**src/rtl/shifter_pkg.sv**
```systemverilog
// Shared definitions for the shifter family (serial and barrel shifters plus benches):
// FSM state encoding, direction / shift-type constants and a fill-bit helper.
package shifter_pkg;

  typedef enum logic [1:0] {
    ST_IDLE  = 2'd0,
    ST_SHIFT = 2'd1,
    ST_DONE  = 2'd2
  } state_t;

  localparam logic DIR_RIGHT   = 1'b0;
  localparam logic DIR_LEFT    = 1'b1;
  localparam logic SHIFT_LOGIC = 1'b0;
  localparam logic SHIFT_ARITH = 1'b1;

  // Bit inserted by a plain (non-rotating) shift: the sign bit only for an
  // arithmetic right shift, zero in every other case.
  function automatic logic arith_fill(input logic dir, input logic arith, input logic msb);
    return (dir == DIR_RIGHT && arith == SHIFT_ARITH) ? msb : 1'b0;
  endfunction

endpackage

```
**src/rtl/shift_step_1bit.sv**
```systemverilog
// One-bit shift step: moves data one position left (dir=1) or right (dir=0)
// and inserts the supplied fill bit into the vacated position. Purely combinational.
module shift_step_1bit
  import shifter_pkg::*;
#(
  parameter int WIDTH = 8
) (
  input  logic [WIDTH-1:0] data,
  input  logic             dir,
  input  logic             fill,
  output logic [WIDTH-1:0] shifted
);

  // Each output bit takes its neighbour towards the shift source, or the fill bit at the edge.
  for (genvar gi = 0; gi < WIDTH; gi++) begin : g_bit
    if (gi == 0) begin : g_lsb
      assign shifted[gi] = (dir == DIR_LEFT) ? fill : data[gi+1];
    end else if (gi == WIDTH - 1) begin : g_msb
      assign shifted[gi] = (dir == DIR_LEFT) ? data[gi-1] : fill;
    end else begin : g_mid
      assign shifted[gi] = (dir == DIR_LEFT) ? data[gi-1] : data[gi+1];
    end
  end

endmodule

```
**src/rtl/serial_shifter.sv**
```systemverilog
// Bit-serial shifter: takes one operand over valid/ready, shifts it one bit per
// clock (left/right, logical/arithmetic) and returns the result over valid/ready.
// Optional feature macro: SERIAL_SHIFTER_ROTATE_EN adds in_rotate, which turns the
// shift into a rotate (fill = bit shifted out) and overrides in_arith.
module serial_shifter
  import shifter_pkg::*;
#(
  parameter  int WIDTH = 8,
  localparam int SHW   = $clog2(WIDTH)
) (
  input  logic             clk,
  input  logic             rst_n,
  input  logic             in_valid,
  output logic             in_ready,
  input  logic [WIDTH-1:0] in_data,
  input  logic [SHW-1:0]   in_amount,
  input  logic             in_dir,
  input  logic             in_arith,
`ifdef SERIAL_SHIFTER_ROTATE_EN
  input  logic             in_rotate,
`endif
  output logic             out_valid,
  input  logic             out_ready,
  output logic [WIDTH-1:0] out_data,
  output logic             busy
);

  state_t           state_reg, state_next;
  logic [WIDTH-1:0] data_reg, data_next;
  logic [SHW-1:0]   count_reg, count_next;
  logic             dir_reg, arith_reg;
  logic             load;
  logic             fill_bit;
  logic [WIDTH-1:0] step_data;
`ifdef SERIAL_SHIFTER_ROTATE_EN
  logic             rotate_reg;
`endif

  // Fill bit for the current step, taken from the latched operation mode.
  always_comb begin
`ifdef SERIAL_SHIFTER_ROTATE_EN
    if (rotate_reg) begin
      fill_bit = (dir_reg == DIR_LEFT) ? data_reg[WIDTH-1] : data_reg[0];
    end else begin
      fill_bit = arith_fill(dir_reg, arith_reg, data_reg[WIDTH-1]);
    end
`else
    fill_bit = arith_fill(dir_reg, arith_reg, data_reg[WIDTH-1]);
`endif
  end

  shift_step_1bit #(.WIDTH(WIDTH)) u_step (
    .data    (data_reg),
    .dir     (dir_reg),
    .fill    (fill_bit),
    .shifted (step_data)
  );

  // Next-state, datapath and counter control; zero-amount operands skip SHIFT.
  always_comb begin
    state_next = state_reg;
    data_next  = data_reg;
    count_next = count_reg;
    load       = 1'b0;
    case (state_reg)
      ST_IDLE: begin
        if (in_valid) begin
          load       = 1'b1;
          data_next  = in_data;
          count_next = in_amount;
          state_next = (in_amount == '0) ? ST_DONE : ST_SHIFT;
        end
      end
      ST_SHIFT: begin
        data_next  = step_data;
        count_next = count_reg - SHW'(1);
        if (count_reg == SHW'(1)) begin
          state_next = ST_DONE;
        end
      end
      ST_DONE: begin
        if (out_ready) begin
          state_next = ST_IDLE;
        end
      end
      default: state_next = ST_IDLE;
    endcase
  end

  // State, data and counter registers; reset discards any operation in flight.
  always_ff @(posedge clk or negedge rst_n) begin
    if (!rst_n) begin
      state_reg <= ST_IDLE;
      data_reg  <= '0;
      count_reg <= '0;
    end else begin
      state_reg <= state_next;
      data_reg  <= data_next;
      count_reg <= count_next;
    end
  end

  // Operation mode is captured only on the accept edge so in_* may change afterwards.
  always_ff @(posedge clk or negedge rst_n) begin
    if (!rst_n) begin
      dir_reg    <= DIR_RIGHT;
      arith_reg  <= SHIFT_LOGIC;
`ifdef SERIAL_SHIFTER_ROTATE_EN
      rotate_reg <= 1'b0;
`endif
    end else if (load) begin
      dir_reg    <= in_dir;
      arith_reg  <= in_arith;
`ifdef SERIAL_SHIFTER_ROTATE_EN
      rotate_reg <= in_rotate;
`endif
    end
  end

  assign in_ready  = (state_reg == ST_IDLE);
  assign out_valid = (state_reg == ST_DONE);
  assign busy      = (state_reg == ST_SHIFT) || (state_reg == ST_DONE);
  assign out_data  = data_reg;

endmodule

```
**config.mk**
```make
export PLATFORM = sky130hd
export DESIGN_NAME = serial_shifter
export DESIGN_NICKNAME = d
export VERILOG_FILES = /design/src/rtl/shifter_pkg.sv /design/src/rtl/shift_step_1bit.sv /design/src/rtl/serial_shifter.sv
export SDC_FILE = /design/constraint.sdc
export NUM_CORES = 1
export LEC_CHECK = 0
export CAP_MARGIN = 20
export CORE_ASPECT_RATIO = 0.8
export CORE_MARGIN = 1
export CORE_UTILIZATION = 45
export DETAILED_ROUTE_END_ITERATION = 12
export PLACE_DENSITY = 0.78
export SYNTH_ARGS = -nofsm -noshare
export SYNTH_HDL_FRONTEND = slang
export SYNTH_SLANG_ARGS = --single-unit
```
**constraint.sdc**
```tcl
create_clock -name clk -period 1.86 [get_ports clk]
set_input_delay 0.279 -clock clk [delete_from_list [all_inputs] [get_ports clk]]
set_output_delay 0.279 -clock clk [all_outputs]
set_load 0.03 [all_outputs]
```
==> results of run 1 <==
final timing paths:
path | slack [ps] | startpoint | to
setup reg to reg | 220 | state_reg[0]$_DFFE_PN0P_ | count_reg[2]$_DFFE_PN0P_
hold / removal | 310 | rst_n | out_data[6]$_DFFE_PN0P_
setup / recovery | 140 | state_reg[0]$_DFFE_PN0P_ | in_ready
max in group asynchronous | 1380 | rst_n | out_data[5]$_DFFE_PN0P_
min in group clk | 510 | arith_reg$_DFFE_PN0P_ | arith_reg$_DFFE_PN0P_
hold reg to reg | 510 | arith_reg$_DFFE_PN0P_ | arith_reg$_DFFE_PN0P_
synth_stat cells (2+ instances only):
master / n
mux2_2: 2
a211oi_1: 6
inv_1: 7
buf_2: 4
nand2_1: 9
nor2b_1: 2
a21o_1: 6
nor2_1: 9
o21ai_0: 4
mux2i_1: 8
ha_1: 5
dfrtp_1: 15
nor3_1: 2
power groups by stage:
stage	Clock, mW	Combinational [mW]	Sequential [mW]
after floorplan	0	0.886	0.777
after global routing	0.201	1.58	0.707
after global placement	0	1.42	0.671
after CTS	0.187	1.46	0.675
final	0.182	1.45	0.671
after detailed placement	0	1.49	0.681
placed cells by master (no fill, tap or decap), drive strengths merged:
| cell type | count |
|---|---|
| buf | 6 |
| inv | 7 |
| ha | 5 |
| nand2 | 9 |
| a22o | 1 |
| a211oi | 6 |
| nor2b | 2 |
| nor2 | 9 |
| nor3 | 2 |
| o21ai | 4 |
| a222oi | 1 |
| mux2i | 9 |
| dfrtp | 15 |
| o211ai | 1 |
| nand2b | 1 |
| o32ai | 1 |
| clkinv | 1 |
| o31ai | 1 |
| mux2 | 2 |
| clkdlybuf4s50 | 24 |
| a211o | 1 |
| dlygate4sd2 | 3 |
| a221oi | 1 |
| a21o | 6 |
| clkbuf | 3 |
| a2bb2oi | 1 |
| or2b | 1 |
routing by layer:
metal  global-route usage  wire length, µm
met5                    0                0
met4               0.0541               17
met3               0.0366               92
met2                0.354              949
met1                0.278              884
cell type report:
class	instances	area, µm²
timing repair buffer	33	312
inverter	7	26.3
clock inverter	1	5.00
fill	158	642
sequential	15	375
multi-input combinational	64	462
tap	24	30.0
clock buffer	3	22.5
critical path, cell delays in order (launching register included):
cell           delay [ps]
dfrtp_1               390
inv_1                 110
ha_1                  240
dlygate4sd2_1         420
cell families after synthesis:
kind of cell | count (synthesis) | synth area share
and+or+nand+nor | 24 | 0.116
DFF | 15 | 0.418
muxes | 11 | 0.130
buffers and inverters | 13 | 0.0682
AOI/OAI and AO/OA | 24 | 0.199
adders and majority gates | 5 | 0.0696
metrics by stage:
stage          utilization  hold slack [ps]  cell area, µm²
2_1_floorplan            -            -16.6             898
3_3_place_gp         0.645              465            1210
3_5_place_dp         0.645              503            1210
4_1_cts              0.658              311            1230
5_1_grt              0.658              336            1230
6_report             0.658              308            1230
timing repair:
item,CTS,global route
gates resized for setup,3,0
hold endpoints to repair,0,0
setup endpoints to repair,3,0
==> flow_metrics.env, run 1 <==
export IMPL_synth_edf_count=0
export IMPL_io_buffer_count=27
export IMPL_synth_top_area_cell="dfrtp_1"
export IMPL_synth_seq_cells=15
export IMPL_cts_hold_buf=0
export IMPL_fp_row_count=14
export IMPL_yosys_cell_types_count=26
export IMPL_crit_fanout=3
export IMPL_power_density_nw_per_um2=1870
export IMPL_p_int_mw=1.24
export IMPL_power_frac_seq=0.291
export IMPL_p_comb_frac=0.630
export IMPL_syn_area_um2=898
export IMPL_layout_drive_gt1_share=0.106
export IMPL_yosys_warnings=0
export IMPL_fin_skew_ps=5.43
export IMPL_antenna_found_initial=0
export IMPL_h_tree_depth=1
export IMPL_root_buffer="clkbuf_4"
export IMPL_critical_path_class="flip-flop to output pin"
export IMPL_largest_register_ffs=8
export IMPL_worstHoldPathType="input pin to asynchronous set/reset pin"
export IMPL_n_antenna_cell=0
export IMPL_yosys_area_top_type_share=0.418
export IMPL_die_area_um2=2180
export IMPL_routed_wl_mm=1.94
export IMPL_die_x_um=52.0
export IMPL_ant_nets=0
export IMPL_status="finished, final reports clean"
export IMPL_finalSetupTns_ps=0
export IMPL_hpwl_mm=1.55
export IMPL_finalSetupViolCount=0
export IMPL_synth_nets=114
export IMPL_grt_max_degree=16
export IMPL_postCtsSetupBuffers=0
export IMPL_synthArstFlopShare=1.00
export IMPL_coreArea_um2=1870
export IMPL_final_max_slew_viol_count=0
export IMPL_drt_drc_violations_left=0
export IMPL_start_util=0.479
export IMPL_synth_area_per_cell_um2=9.76
export IMPL_switching_share=0.460
export IMPL_tightest_slew_ps=424
export IMPL_first_global_vias=764
export IMPL_grt_pass1_wl_mm=3.41
export IMPL_syn2layout_area_growth_pct=37.2
export IMPL_die_h_um=42.0
export IMPL_setup_slack_ps=139
export IMPL_cts_buffers=3
export IMPL_firstDrtPassIters=4
export IMPL_clk_path_buf_depth=2
export IMPL_ir_worst_vdd_mv=1.24
export IMPL_power_leakage_nw=0.594
export IMPL_cts_tree="yes"
export IMPL_cp_arrival_ps=1440
export IMPL_wl_per_cell_um=13.2
export IMPL_vias_per_cell=5.37
export IMPL_power_frac_clock=0.079
export IMPL_cp_required_ps=1580
export IMPL_worst_setup_path_end_kind="output pin"
export IMPL_syn_inst=92
export IMPL_cts_sinks=15
export IMPL_pre_cts_ws_ps=152
export IMPL_r2r_cells=6
export IMPL_hold_violations=0
export IMPL_synth_seq_area_share=0.418
export IMPL_num_io_pins=28
export IMPL_synth_flop_cell="dfrtp_1"
export IMPL_dp_cells=143
export IMPL_worstSkewPairLatency_ps=280
export IMPL_synth_area_leaders="dfrtp_1 42%, mux2i_1 8.9%, ha_1 7.0%"
export IMPL_max_freq_mhz=581
export IMPL_fin_cells=147
export IMPL_max_cap_viol_count=0
export IMPL_fin_nets=146
export IMPL_finalWeightedCongestion=0.765
export IMPL_vias=789
export IMPL_p_sw_mw=1.06
export IMPL_clkTransAtPathRegs_ps=90
export IMPL_grt_ovfl_total=0
export IMPL_drt_initial_drc_count=11
export IMPL_period_needed_ps=1720
export IMPL_grt_setup_unrepaired="false"
export IMPL_relSlewSlack=0.718
export IMPL_start_kind="flip-flop"
export IMPL_grt_usage=0.211
export IMPL_period_share=0.925
export IMPL_fin_total_pwr_mw=2.30
Power figures use the tool's default switching activity.
==> run 2: changes to the inputs <==
--- a/config.mk
+++ b/config.mk
@@ -5,6 +5,7 @@
 export SDC_FILE = /design/constraint.sdc
 export NUM_CORES = 1
 export LEC_CHECK = 0
+export ABC_CLOCK_PERIOD_IN_PS = 1860
 export CAP_MARGIN = 20
 export CORE_ASPECT_RATIO = 0.8
 export CORE_MARGIN = 1
==> results of run 2 <==
Same layout as run 1: the final DEF is identical, and so are final timing and power.
